==> config.mk <==
export PLATFORM = sky130hd
export DESIGN_NAME = regfile_write_arbiter
export DESIGN_NICKNAME = d
export VERILOG_FILES = /design/src/rtl/regfile_write_arbiter.sv
export SDC_FILE = /design/constraint.sdc
export NUM_CORES = 1
export LEC_CHECK = 0
export ABC_AREA = 0
export CAP_MARGIN = 20
export CELL_PAD_IN_SITES_DETAIL_PLACEMENT = 2
export CELL_PAD_IN_SITES_GLOBAL_PLACEMENT = 2
export CORE_AREA = 2 2 122 124
export CTS_BUF_LIST = sky130_fd_sc_hd__clkbuf_4 sky130_fd_sc_hd__clkbuf_8
export DETAILED_ROUTE_END_ITERATION = 10
export DIE_AREA = 0 0 124 126
export GPL_TIMING_DRIVEN = 1
export PLACE_DENSITY_LB_ADDON = 0.1
export SKIP_CTS_REPAIR_TIMING = 1
export SLEW_MARGIN = 20
export SYNTH_ARGS = -nofsm -noshare
export SYNTH_HDL_FRONTEND = slang
export SYNTH_SLANG_ARGS = --single-unit
==> constraint.sdc <==
create_clock -name clock -period 1.9 [get_ports clock]
set_input_delay 0.38 -clock clock [delete_from_list [all_inputs] [get_ports clock]]
set_output_delay 0.38 -clock clock [all_outputs]
set_load 0.05 [all_outputs]
==> src/rtl/regfile_write_arbiter.sv <==
// ---------------------------------------------------------------------------
// regfile_write_arbiter
//
// Purpose:
//   Shares the single register-file write port among NUM_SRC writeback
//   sources (ALU, load unit, CSR/mul-div). At most one valid source is
//   granted per cycle. The winning rd/data are registered and drive the
//   register-file write port one cycle after acceptance. Writes to x0 are
//   accepted but never enabled. A saturating counter records every cycle
//   in which two or more sources competed for the port.
//
// Configuration:
//   WB_ARB_ROUND_ROBIN_EN  defined   -> round-robin grant starting at the
//                                       rotating pointer (starvation-free)
//                          undefined -> fixed priority, lowest index wins;
//                                       no pointer register is built
//
// Parameters:
//   NUM_SRC     number of writeback sources (2..8)
//   REG_ADDR_W  register index width
//   DATA_W      register data width
//   CNT_W       contention counter width
//
// Ports:
//   clock              rising-edge clock
//   reset              asynchronous, active-high reset
//   src_valid          per-source write pending
//   src_rd             per-source destination register, slice i = source i
//   src_data           per-source write data, slice i = source i
//   src_ready          one-hot combinational grant (transfer = valid & ready)
//   rf_write_register  register-file write address (registered)
//   rf_write_data      register-file write data (registered)
//   rf_write_enable    register-file write enable (registered)
//   conflict_count     saturating count of cycles with >= 2 valid sources
// ---------------------------------------------------------------------------
module regfile_write_arbiter #(
    parameter int NUM_SRC    = 3,
    parameter int REG_ADDR_W = 5,
    parameter int DATA_W     = 32,
    parameter int CNT_W      = 16
) (
    input  logic                          clock,
    input  logic                          reset,
    input  logic [NUM_SRC-1:0]            src_valid,
    input  logic [NUM_SRC*REG_ADDR_W-1:0] src_rd,
    input  logic [NUM_SRC*DATA_W-1:0]     src_data,
    output logic [NUM_SRC-1:0]            src_ready,
    output logic [REG_ADDR_W-1:0]         rf_write_register,
    output logic [DATA_W-1:0]             rf_write_data,
    output logic                          rf_write_enable,
    output logic [CNT_W-1:0]              conflict_count
);

    localparam int PTR_W = (NUM_SRC > 1) ? $clog2(NUM_SRC) : 1;

    logic [PTR_W-1:0]      w_basePtr;
    logic                  w_found;
    logic [PTR_W-1:0]      w_grantIdx;
    logic [NUM_SRC-1:0]    w_grant;
    logic [REG_ADDR_W-1:0] w_selRd;
    logic [DATA_W-1:0]     w_selData;
    logic                  w_contention;

    logic [REG_ADDR_W-1:0] r_wrReg;
    logic [DATA_W-1:0]     r_wrData;
    logic                  r_wrEn;
    logic [CNT_W-1:0]      r_conflictCnt;

    // Source index reached by stepping 'offset' places upward from 'base',
    // wrapping past NUM_SRC-1 back to 0.
    function automatic logic [PTR_W-1:0] wrapIdx(input logic [PTR_W-1:0] base,
                                                 input int offset);
        int sum;
        sum = int'(base) + offset;
        if (sum >= NUM_SRC) begin
            sum = sum - NUM_SRC;
        end
        return PTR_W'(sum);
    endfunction

`ifdef WB_ARB_ROUND_ROBIN_EN
    logic [PTR_W-1:0] r_rrPtr;

    assign w_basePtr = r_rrPtr;

    // The pointer moves to the slot just after the winner, so the winner
    // becomes the lowest priority on the next contested cycle.
    always_ff @(posedge clock or posedge reset) begin
        if (reset) begin
            r_rrPtr <= '0;
        end else if (w_found) begin
            r_rrPtr <= (w_grantIdx == PTR_W'(NUM_SRC - 1)) ? '0 : w_grantIdx + 1'b1;
        end
    end
`else
    // Fixed priority is the same search anchored permanently at source 0.
    assign w_basePtr = '0;
`endif

    // Search upward from the base pointer for the first valid source.
    always_comb begin
        w_found    = 1'b0;
        w_grantIdx = '0;
        for (int k = 0; k < NUM_SRC; k++) begin
            if (!w_found && src_valid[wrapIdx(w_basePtr, k)]) begin
                w_found    = 1'b1;
                w_grantIdx = wrapIdx(w_basePtr, k);
            end
        end
    end

    assign w_grant   = w_found ? (NUM_SRC'(1) << w_grantIdx) : '0;
    assign src_ready = w_grant;

    // Select the winning source's rd/data using the one-hot grant.
    always_comb begin
        w_selRd   = '0;
        w_selData = '0;
        for (int i = 0; i < NUM_SRC; i++) begin
            if (w_grant[i]) begin
                w_selRd   = src_rd[i*REG_ADDR_W +: REG_ADDR_W];
                w_selData = src_data[i*DATA_W +: DATA_W];
            end
        end
    end

    // Clearing the lowest set bit leaves something only if two or more
    // sources are valid at once.
    assign w_contention = |(src_valid & (src_valid - 1'b1));

    // Write-port stage: address/data hold when idle so the register file
    // only sees a change when a new write is accepted; x0 is never enabled.
    always_ff @(posedge clock or posedge reset) begin
        if (reset) begin
            r_wrReg  <= '0;
            r_wrData <= '0;
            r_wrEn   <= 1'b0;
        end else if (w_found) begin
            r_wrReg  <= w_selRd;
            r_wrData <= w_selData;
            r_wrEn   <= (w_selRd != '0);
        end else begin
            r_wrEn   <= 1'b0;
        end
    end

    // Contention counter sticks at all-ones instead of wrapping.
    always_ff @(posedge clock or posedge reset) begin
        if (reset) begin
            r_conflictCnt <= '0;
        end else if (w_contention && (r_conflictCnt != {CNT_W{1'b1}})) begin
            r_conflictCnt <= r_conflictCnt + 1'b1;
        end
    end

    assign rf_write_register = r_wrReg;
    assign rf_write_data     = r_wrData;
    assign rf_write_enable   = r_wrEn;
    assign conflict_count    = r_conflictCnt;

endmodule

* Yosys cells after proc, flatten, opt, wreduce, memory -nomap -nowiden
Cells that the tools add are included.
Storage, ports and cells: ROM bits 0, output and inout port bits 57, logic and storage cells 29, bits in writable memories 0, flip-flop bits (word level) 54, latch bits 0, memories kept 0, bits of input ports 116
Operators by class: multiply operators 0, eq/ne operators 1, bitwise gates (word level) 1, shift operators 1, mux-type cells 13, add/sub/neg operators 2, magnitude comparators 0, div/mod/pow operators 0, reduce and logical (&&, ||, !) cells 7
Operators with widths (number):
- 2-to-1 mux 32 bit | 3
- adder 16 x 1 -> 16 bit (second input constant) | 1
- inequality test 16 bit (second input constant) | 1
- 2-to-1 mux 5 bit | 3
- 2-to-1 mux 1 bit | 5
- nonzero test 5 bit | 1
- bitwise AND 3 bit | 1
- logical AND 1 bit | 3
- 2-to-1 mux 3 bit | 1
- OR reduction 3 bit | 1
- left shift 1 x 2 -> 3 bit (first input constant) | 1
- subtractor 3 x 1 -> 3 bit (second input constant) | 1
- zero test 1 bit | 2
- 2-to-1 mux 2 bit | 1

* Depth between registers and ports, before layout
Gate-level depths: netlist of run 1.
depth after elaboration 14, depth in mapped cells 6, mapped depth without buffers 5

* Least setup slack after synthesis of run 1
No wires, ideal clock.
kind in2out, start input port src_valid[2], end output port src_ready[2], setup slack -505 ps, required time 1520 ps, arrival time 2025 ps, stages 3, path buffers 2, cells stage by stage buf_2 -> buf_2 -> nor3b_1
Between the ends: cells in the longest elaborated chain, start to end 4, elaborated cells on any way between the ends 5, classes of those cells 1 x shift; 3 x mux; 1 x reduce/logical
RTL lines:
- start: declaration | line 44 | input logic [NUM_SRC-1:0] src_valid,
- logical AND 1 bit * | line 105 | if (!w_found && src_valid[wrapIdx(w_basePtr, k)]) begin
- 2-to-1 mux 2 bit | line 105
- left shift 1 x 2 -> 3 bit | line 112 | assign w_grant = w_found ? (NUM_SRC'(1) << w_grantIdx) : '0;
- 2-to-1 mux 3 bit * | line 112
- end: declaration | line 47 | output logic [NUM_SRC-1:0] src_ready,
Every way passes the cells marked *; elsewhere a longest branch is shown, timed or not.

* Worst setup path in the final report of run 1
Same ends and word-level chain as after synthesis.

==> impl_metrics.py, run 1 <==
metrics = {
    "run_status": {
        "status": "complete, no violations",
    },
    "cells_and_area": {
        "antennaDiodeCount": 0,
        "final_nets": 608,
        "final_cells": 676,
        "layout-drive-gt1-share_pct": 15.4,
        "syn2layout_area_growth_pct": 70.3,
        "finish.instance_area_um2": 5030,
    },
    "grt": {
        "grt.total_usage_pct": 15.3,
        "grt_start_max_net_pins": 43,
        "grt_first_pass_wirelength_um": 18400,
        "initial_antenna_violation_count": 0,
        "grt_overflow_total": 0,
        "grt_pass1_vias": 3358,
    },
    "yosys": {
        "yosys_register_bits": 54,
        "synth_nets": 434,
        "synth_area_per_cell_um2": 9.31,
        "synth_edf_count": 0,
        "synth_compound_gate_area_share_pct": 16.1,
        "synthesis.area_um2": 2950,
        "synth_xor_xnor_area_share_pct": 4.45,
        "synth-simple-area-share_pct": 17.5,
        "synth.top_cell.area_share_pct": 45.8,
        "synth_async_sr_flop_share_pct": 100,
        "synth_cell_types": 36,
        "yosys_most_used_dff": "sky130_fd_sc_hd__dfrtp_1",
        "dominant_combinational_cell_family_by_area_after_synthesis": "simple AND/OR/NAND/NOR gates",
        "synth_top_area_cell": "sky130_fd_sc_hd__dfrtp_1",
        "synth.mux.area_fraction_pct": 11.2,
        "post_synth_main_area_contributors": "sky130_fd_sc_hd__dfrtp_1 46%, sky130_fd_sc_hd__mux2i_1 11%, sky130_fd_sc_hd__a21oi_1 6.6%",
        "synth_fa_ha_area_share_pct": 0.805,
        "yosysWarningCount": 0,
        "yosysSeqAreaShare_pct": 45.8,
        "synthCells": 317,
    },
    "cts": {
        "clock-sinks": 54,
        "total_number_of_h_tree_levels": 2,
        "clock-root-buffer": "sky130_fd_sc_hd__clkbuf_8",
        "clock_tree_from_tritoncts": "done",
        "clkLatencyLatePin_ps": 330,
        "max-clock-path-buffers": 2,
        "numCtsBuffers": 5,
        "worst_setup_hold_path_clk_slew_ps": 100,
    },
    "timing": {
        "max_freq_ghz": 0.572,
        "timing.max_slew.rel_slack_pct": 64.8,
        "hold_worst_slack_ps": 418,
        "grt_setup_unrepaired": "false",
        "drv_slew": 0,
        "report.final.hold_viol_count": 0,
        "clock_skew_after_layout_ps": 3.53,
        "final-setup-viol-count": 0,
        "post-route-period-util_pct": 92.0,
        "worst-slew-pin-transition_ps": 527,
        "final.min_clock_period_ps": 1750,
        "fin_ws_ps": 151,
    },
    "drt": {
        "post_drt_wl_per_cell_um": 17.6,
        "post-route-drc-count": 0,
        "number_of_drc_violations_after_detailed_routing_iteration_0": 85,
        "drt_wl_total_um": 11900,
        "detail-route-antenna-nets": 0,
        "drt_first_pass_iters": 4,
        "dr_total_vias": 3091,
        "post_drt_via_cell_ratio": 4.57,
    },
    "pwr": {
        "total_leakage_power_uw": 0.00237,
        "vdd_drop_max_mv": 0.602,
        "power_density_nw_per_um2": 792,
    },
    "place": {
        "dpl.hpwl_um": 9010,
        "globalplace.congestion": 0.738,
        "place_area_um2": 4840,
        "place_ws_ps": -14.6,
        "port_buffers": 172,
        "placed_cells_incl_taps": 668,
    },
    "critical_path": {
        "setup.worst_path.class": "in2out",
        "cp_data_arrival_time_ps": 1370,
        "cell_with_the_biggest_individual_delay_on_the_critical_path": "sky130_fd_sc_hd__buf_4",
        "worst_path_largest_cell_delay_ps": 310,
        "crit_path_start_kind": "input port",
        "critical_path.max_fanout": 15,
        "cp_data_required_time_ps": 1520,
        "worstPathCellList": "buf_2 > buf_4 > nor3b_2 > buf_12",
        "worst_setup_path_end_kind": "output port",
    },
    "die": {
        "die-height_um": 126,
        "initial_core_util_pct": 20.6,
        "floorplan.die_area_um2": 15600,
        "placeableCoreArea_um2": 14300,
        "overall_die_width_um": 124,
        "rows": 44,
        "io_pins": 173,
    },
    "min_path": {
        "worstHoldPathType": "in2async",
    },
    "job": {
        "timing.max_cap.violations": 0,
    },
}
-- where the power goes --
part | total (uW) | internal (uW) | switching [uW]
Combinational | 1580 | 646 | 938
Clock | 996 | 563 | 434
Sequential | 1400 | 1290 | 108
Total | 3980 | 2500 | 1480
-- metrics by stage --
step	TNS, ps	utilization, %	power (uW)
after floorplan	-18.4	-	2330
after global placement	-12.4	33.8	3000
after detailed placement	-14.6	33.8	3030
after CTS	-200	34.8	4070
after global routing	0	35.1	4210
final	0	35.1	3980
-- worst max-delay path: cells and delay by family --
| kind | cells | cell delay (ps) |
|---|---|---|
| and+or+nand+nor | 1 | 300 |
| buffers and inverters | 3 | 680 |
-- flip-flops by register name, indices dropped and copies added (netlist names) --
register,cells
rf_write_data,32
conflict_count,16
rf_write_register,5
rf_write_enable,1
-- area by class of cell --
cell class | instances | area (um2)
Tap cell | 184 | 230
Clock buffer | 6 | 82.6
Inverter | 1 | 3.75
Fill cell | 1584 | 9290
Clock inverter | 2 | 60.1
Timing Repair Buffer | 189 | 1810
Multi-Input combinational cell | 240 | 1490
Sequential cell | 54 | 1350
-- Yosys cell counts, drive strengths merged, types with 2 or more instances --
master / instances
and3: 7
nor2: 33
nor3: 2
a21o: 4
o2111ai: 2
buf: 10
clkbuf: 12
and4: 4
nand3b: 4
dfrtp: 54
xor2: 3
o211ai: 4
nand3: 3
nand2: 35
nand4: 5
o21ai: 33
a21oi: 41
nor2b: 5
xnor2: 12
mux2i: 32
-- metal layers --
metal | track usage, % | routed length, um | up-vias
met5 | 0 | 0 | -
met2 | 26.1 | 5870 | 103
li1 | - | - | 1457
met1 | 19.0 | 4950 | 1520
met3 | 3.99 | 865 | 11
met4 | 4.43 | 210 | 0
-- worst paths after layout --
path / start / slack [ps] / end / depth (start not counted)
min in group clock: rf_write_register[4] / 500 / rf_write_register[4] / 1
worst max-delay path: src_valid[2] / 150 / src_ready[2] / 4
worst min register to register: rf_write_register[4] / 500 / rf_write_register[4] / 1
worst min-delay path: reset / 420 / conflict_count[14] / 3
max in group asynchronous: reset / 1120 / rf_write_data[15] / 3
worst max register to register: conflict_count[0] / 270 / conflict_count[15] / 5
-- cell families (layout without fill, tap and decap cells) --
group / count (synthesis) / in the layout
AO/OA/AOI/OAI: 86 / 86
adder cells (fa/ha/maj): 2 / 2
buffers and inverters: 23 / 198
flip-flops: 54 / 54
AND/OR/NAND/NOR: 104 / 104
XOR/XNOR: 15 / 15
multiplexers: 33 / 33
-- cell usage in the layout (no fill, tap or decap), types with 2 or more instances in the layout --
| cell type | count |
|---|---|
| sky130_fd_sc_hd__and4_1 | 4 |
| sky130_fd_sc_hd__and3_1 | 7 |
| sky130_fd_sc_hd__a21o_1 | 4 |
| sky130_fd_sc_hd__mux2i_1 | 32 |
| sky130_fd_sc_hd__dlymetal6s2s_1 | 17 |
| sky130_fd_sc_hd__nand3b_1 | 4 |
| sky130_fd_sc_hd__buf_2 | 3 |
| sky130_fd_sc_hd__xor2_1 | 3 |
| sky130_fd_sc_hd__nand3_1 | 3 |
| sky130_fd_sc_hd__bufinv_16 | 2 |
| sky130_fd_sc_hd__clkbuf_8 | 6 |
| sky130_fd_sc_hd__xnor2_1 | 12 |
| sky130_fd_sc_hd__clkdlybuf4s50_1 | 112 |
| sky130_fd_sc_hd__nor2_1 | 33 |
| sky130_fd_sc_hd__nor3_1 | 2 |
| sky130_fd_sc_hd__a21oi_1 | 39 |
| sky130_fd_sc_hd__nand2_1 | 35 |
| sky130_fd_sc_hd__nand4_1 | 4 |
| sky130_fd_sc_hd__dfrtp_1 | 54 |
| sky130_fd_sc_hd__o2111ai_1 | 2 |
| sky130_fd_sc_hd__buf_4 | 54 |
| sky130_fd_sc_hd__buf_12 | 3 |
| sky130_fd_sc_hd__a21oi_2 | 2 |
| sky130_fd_sc_hd__nor2b_1 | 4 |
| sky130_fd_sc_hd__o211ai_1 | 4 |
| sky130_fd_sc_hd__o21ai_1 | 33 |
No activity file was read; power rests on OpenSTA's default activity.
==> inputs of run 2 (changes only) <==
--- a/config.mk
+++ b/config.mk
@@ -13,6 +13,7 @@
 export CTS_BUF_LIST = sky130_fd_sc_hd__clkbuf_4 sky130_fd_sc_hd__clkbuf_8
 export DETAILED_ROUTE_END_ITERATION = 10
 export DIE_AREA = 0 0 124 126
+export GPL_ROUTABILITY_DRIVEN = 0
 export GPL_TIMING_DRIVEN = 1
 export PLACE_DENSITY_LB_ADDON = 0.1
 export SKIP_CTS_REPAIR_TIMING = 1
==> results of run 2 <==
Same layout as run 1: the final DEF is identical, and so are final timing and power.
==> inputs of run 3 (changes only) <==
--- a/config.mk
+++ b/config.mk
@@ -15,6 +15,7 @@
 export DIE_AREA = 0 0 124 126
 export GPL_ROUTABILITY_DRIVEN = 0
 export GPL_TIMING_DRIVEN = 1
+export MAX_ROUTING_LAYER = met4
 export PLACE_DENSITY_LB_ADDON = 0.1
 export SKIP_CTS_REPAIR_TIMING = 1
 export SLEW_MARGIN = 20
==> impl_metrics.py, run 3 (synthesis results as in run 1) <==
metrics = {
    "run_status": {
        "status": "complete, no violations",
    },
    "cts": {
        "clock_tree_from_tritoncts": "done",
        "max-clock-path-buffers": 2,
        "clkLatencyLatePin_ps": 330,
        "numCtsBuffers": 5,
        "clock-sinks": 54,
        "clock-root-buffer": "sky130_fd_sc_hd__clkbuf_8",
        "worst_setup_hold_path_clk_slew_ps": 100,
        "total_number_of_h_tree_levels": 2,
    },
    "drt": {
        "post_drt_via_cell_ratio": 4.55,
        "met3RoutedLength_um": 826,
        "drt_first_pass_iters": 4,
        "dr_total_vias": 3079,
        "number_of_drc_violations_after_detailed_routing_iteration_0": 74,
        "post_drt_wl_per_cell_um": 17.6,
        "top_signal_layer_used": "met4",
        "met2WireLength_um": 5780,
        "drt_wl_total_um": 11900,
        "met1Wirelength_um": 5100,
        "post-route-drc-count": 0,
        "detail-route-antenna-nets": 0,
    },
    "die": {
        "die-height_um": 126,
        "overall_die_width_um": 124,
        "floorplan.die_area_um2": 15600,
        "io_pins": 173,
        "placeableCoreArea_um2": 14300,
        "rows": 44,
        "initial_core_util_pct": 20.6,
    },
    "timing": {
        "drv_slew": 0,
        "final.min_clock_period_ps": 1750,
        "max_freq_ghz": 0.571,
        "final-setup-viol-count": 0,
        "clock_skew_after_layout_ps": 3.71,
        "fin_ws_ps": 148,
        "setup_tns_ps": 0,
        "timing.max_slew.rel_slack_pct": 64.4,
        "hold_worst_slack_ps": 417,
        "post-route-period-util_pct": 92.2,
        "report.final.hold_viol_count": 0,
        "grt_setup_unrepaired": "false",
        "worst-slew-pin-transition_ps": 533,
    },
    "critical_path": {
        "worst_setup_path_startpoint": "src_valid[2]",
        "cp_data_arrival_time_ps": 1370,
        "crit_path_start_kind": "input port",
        "r2r-start": "conflict_count[0]",
        "timing.critical_path.to": "src_ready[2]",
        "r2r_cells": 5,
        "rr_endpoint": "conflict_count[15]",
        "worst_setup_path_end_kind": "output port",
        "critical_path.max_fanout": 15,
        "r2r_slack_ps": 260,
        "setup.worst_path.class": "in2out",
        "cp_data_required_time_ps": 1520,
    },
    "pwr": {
        "switchingPower_uw": 1480,
        "p_sw_share_pct": 37.2,
        "power_density_nw_per_um2": 792,
        "vdd_drop_max_mv": 0.602,
        "power_report.internal_total_uw": 2500,
        "pwr-share-seq_pct": 35.2,
        "total_leakage_power_uw": 0.00237,
        "clkPwrFrac_pct": 25.1,
        "power_frac_comb_pct": 39.8,
    },
    "cells_and_area": {
        "regArea_um2": 1350,
        "max_reg_flops": 32,
        "syn2layout_area_growth_pct": 70.3,
        "fillers": 1584,
        "mostFrequentLayoutCells": "112 x sky130_fd_sc_hd__clkdlybuf4s50_1, 54 x sky130_fd_sc_hd__dfrtp_1, 54 x sky130_fd_sc_hd__buf_4, 39 x sky130_fd_sc_hd__a21oi_1, 35 x sky130_fd_sc_hd__nand2_1",
        "final_nets": 608,
        "final_cells": 676,
        "multiInputGateArea_um2": 1490,
        "antennaDiodeCount": 0,
        "layout-drive-gt1-share_pct": 15.4,
        "final_core_utilization_pct": 35.1,
        "most_common_cell_after_layout_fill_and_taps_aside": "sky130_fd_sc_hd__clkdlybuf4s50_1",
    },
    "min_path": {
        "worstHoldPathType": "in2async",
    },
    "grt": {
        "grt_overflow_total": 0,
        "grt_pass1_vias": 3353,
        "grt_start_max_net_pins": 43,
        "grt_first_pass_wirelength_um": 18400,
        "grt.total_usage_pct": 15.8,
        "initial_antenna_violation_count": 0,
    },
    "place": {
        "placed_cells_incl_taps": 668,
        "place_ws_ps": -14.6,
        "dpl.hpwl_um": 9010,
        "port_buffers": 172,
    },
    "job": {
        "timing.max_cap.violations": 0,
    },
}
==> run 3: cell counts in the layout (fill, tap and decap cells not counted) <==
No cell type changed its count.
==> run 3: worst min-delay path by stage <==
stage / from / cells after the start / endpoint / slack, ps
after floorplan: src_data[0] / 2 / rf_write_data[0] / 510
after global placement: rf_write_register[4] / 1 / rf_write_register[4] / 470
after detailed placement: rf_write_register[4] / 1 / rf_write_register[4] / 480
after CTS: reset / 3 / rf_write_data[21] / 410
after global routing: reset / 3 / rf_write_data[21] / 440
final: reset / 3 / conflict_count[14] / 420
==> run 3: metrics by stage <==
stage               cell area (um2)  total power [uW]
floorplan                      2960              2330
global placement               4840              3000
detailed placement             4840              3030
CTS                            4990              4070
global route                   5030              4210
finish                         5030              3980
==> run 3: critical path: stages <==
cell and delay (ps):
sky130_fd_sc_hd__buf_2 190, sky130_fd_sc_hd__buf_4 320, sky130_fd_sc_hd__nor3b_2 300, sky130_fd_sc_hd__buf_12 180
==> run 3: power groups by stage <==
stage          sequential [uW]  clock [uW]  combinational, uW
2_1_floorplan             1940           0                390
3_3_place_gp              1420           0               1580
3_5_place_dp              1430           0               1600
4_1_cts                   1410        1050               1610
5_1_grt                   1430        1090               1700
6_report                  1400         998               1580
==> run 3: area by class of cell <==
class,count,area share [%]
repair buffers,189,36.1
multi-input cells,240,29.6
flip-flops and latches,54,26.9
well taps,184,4.58
clock buffers,6,1.64
clock inverters,2,1.19
inverters,1,0.0746
==> run 3: routing by layer <==
layer  up-vias  track usage (%)
met5         -                -
met4         0             4.43
met3        11             3.80
met2       103             25.9
met1      1509             19.4
li1       1456                -
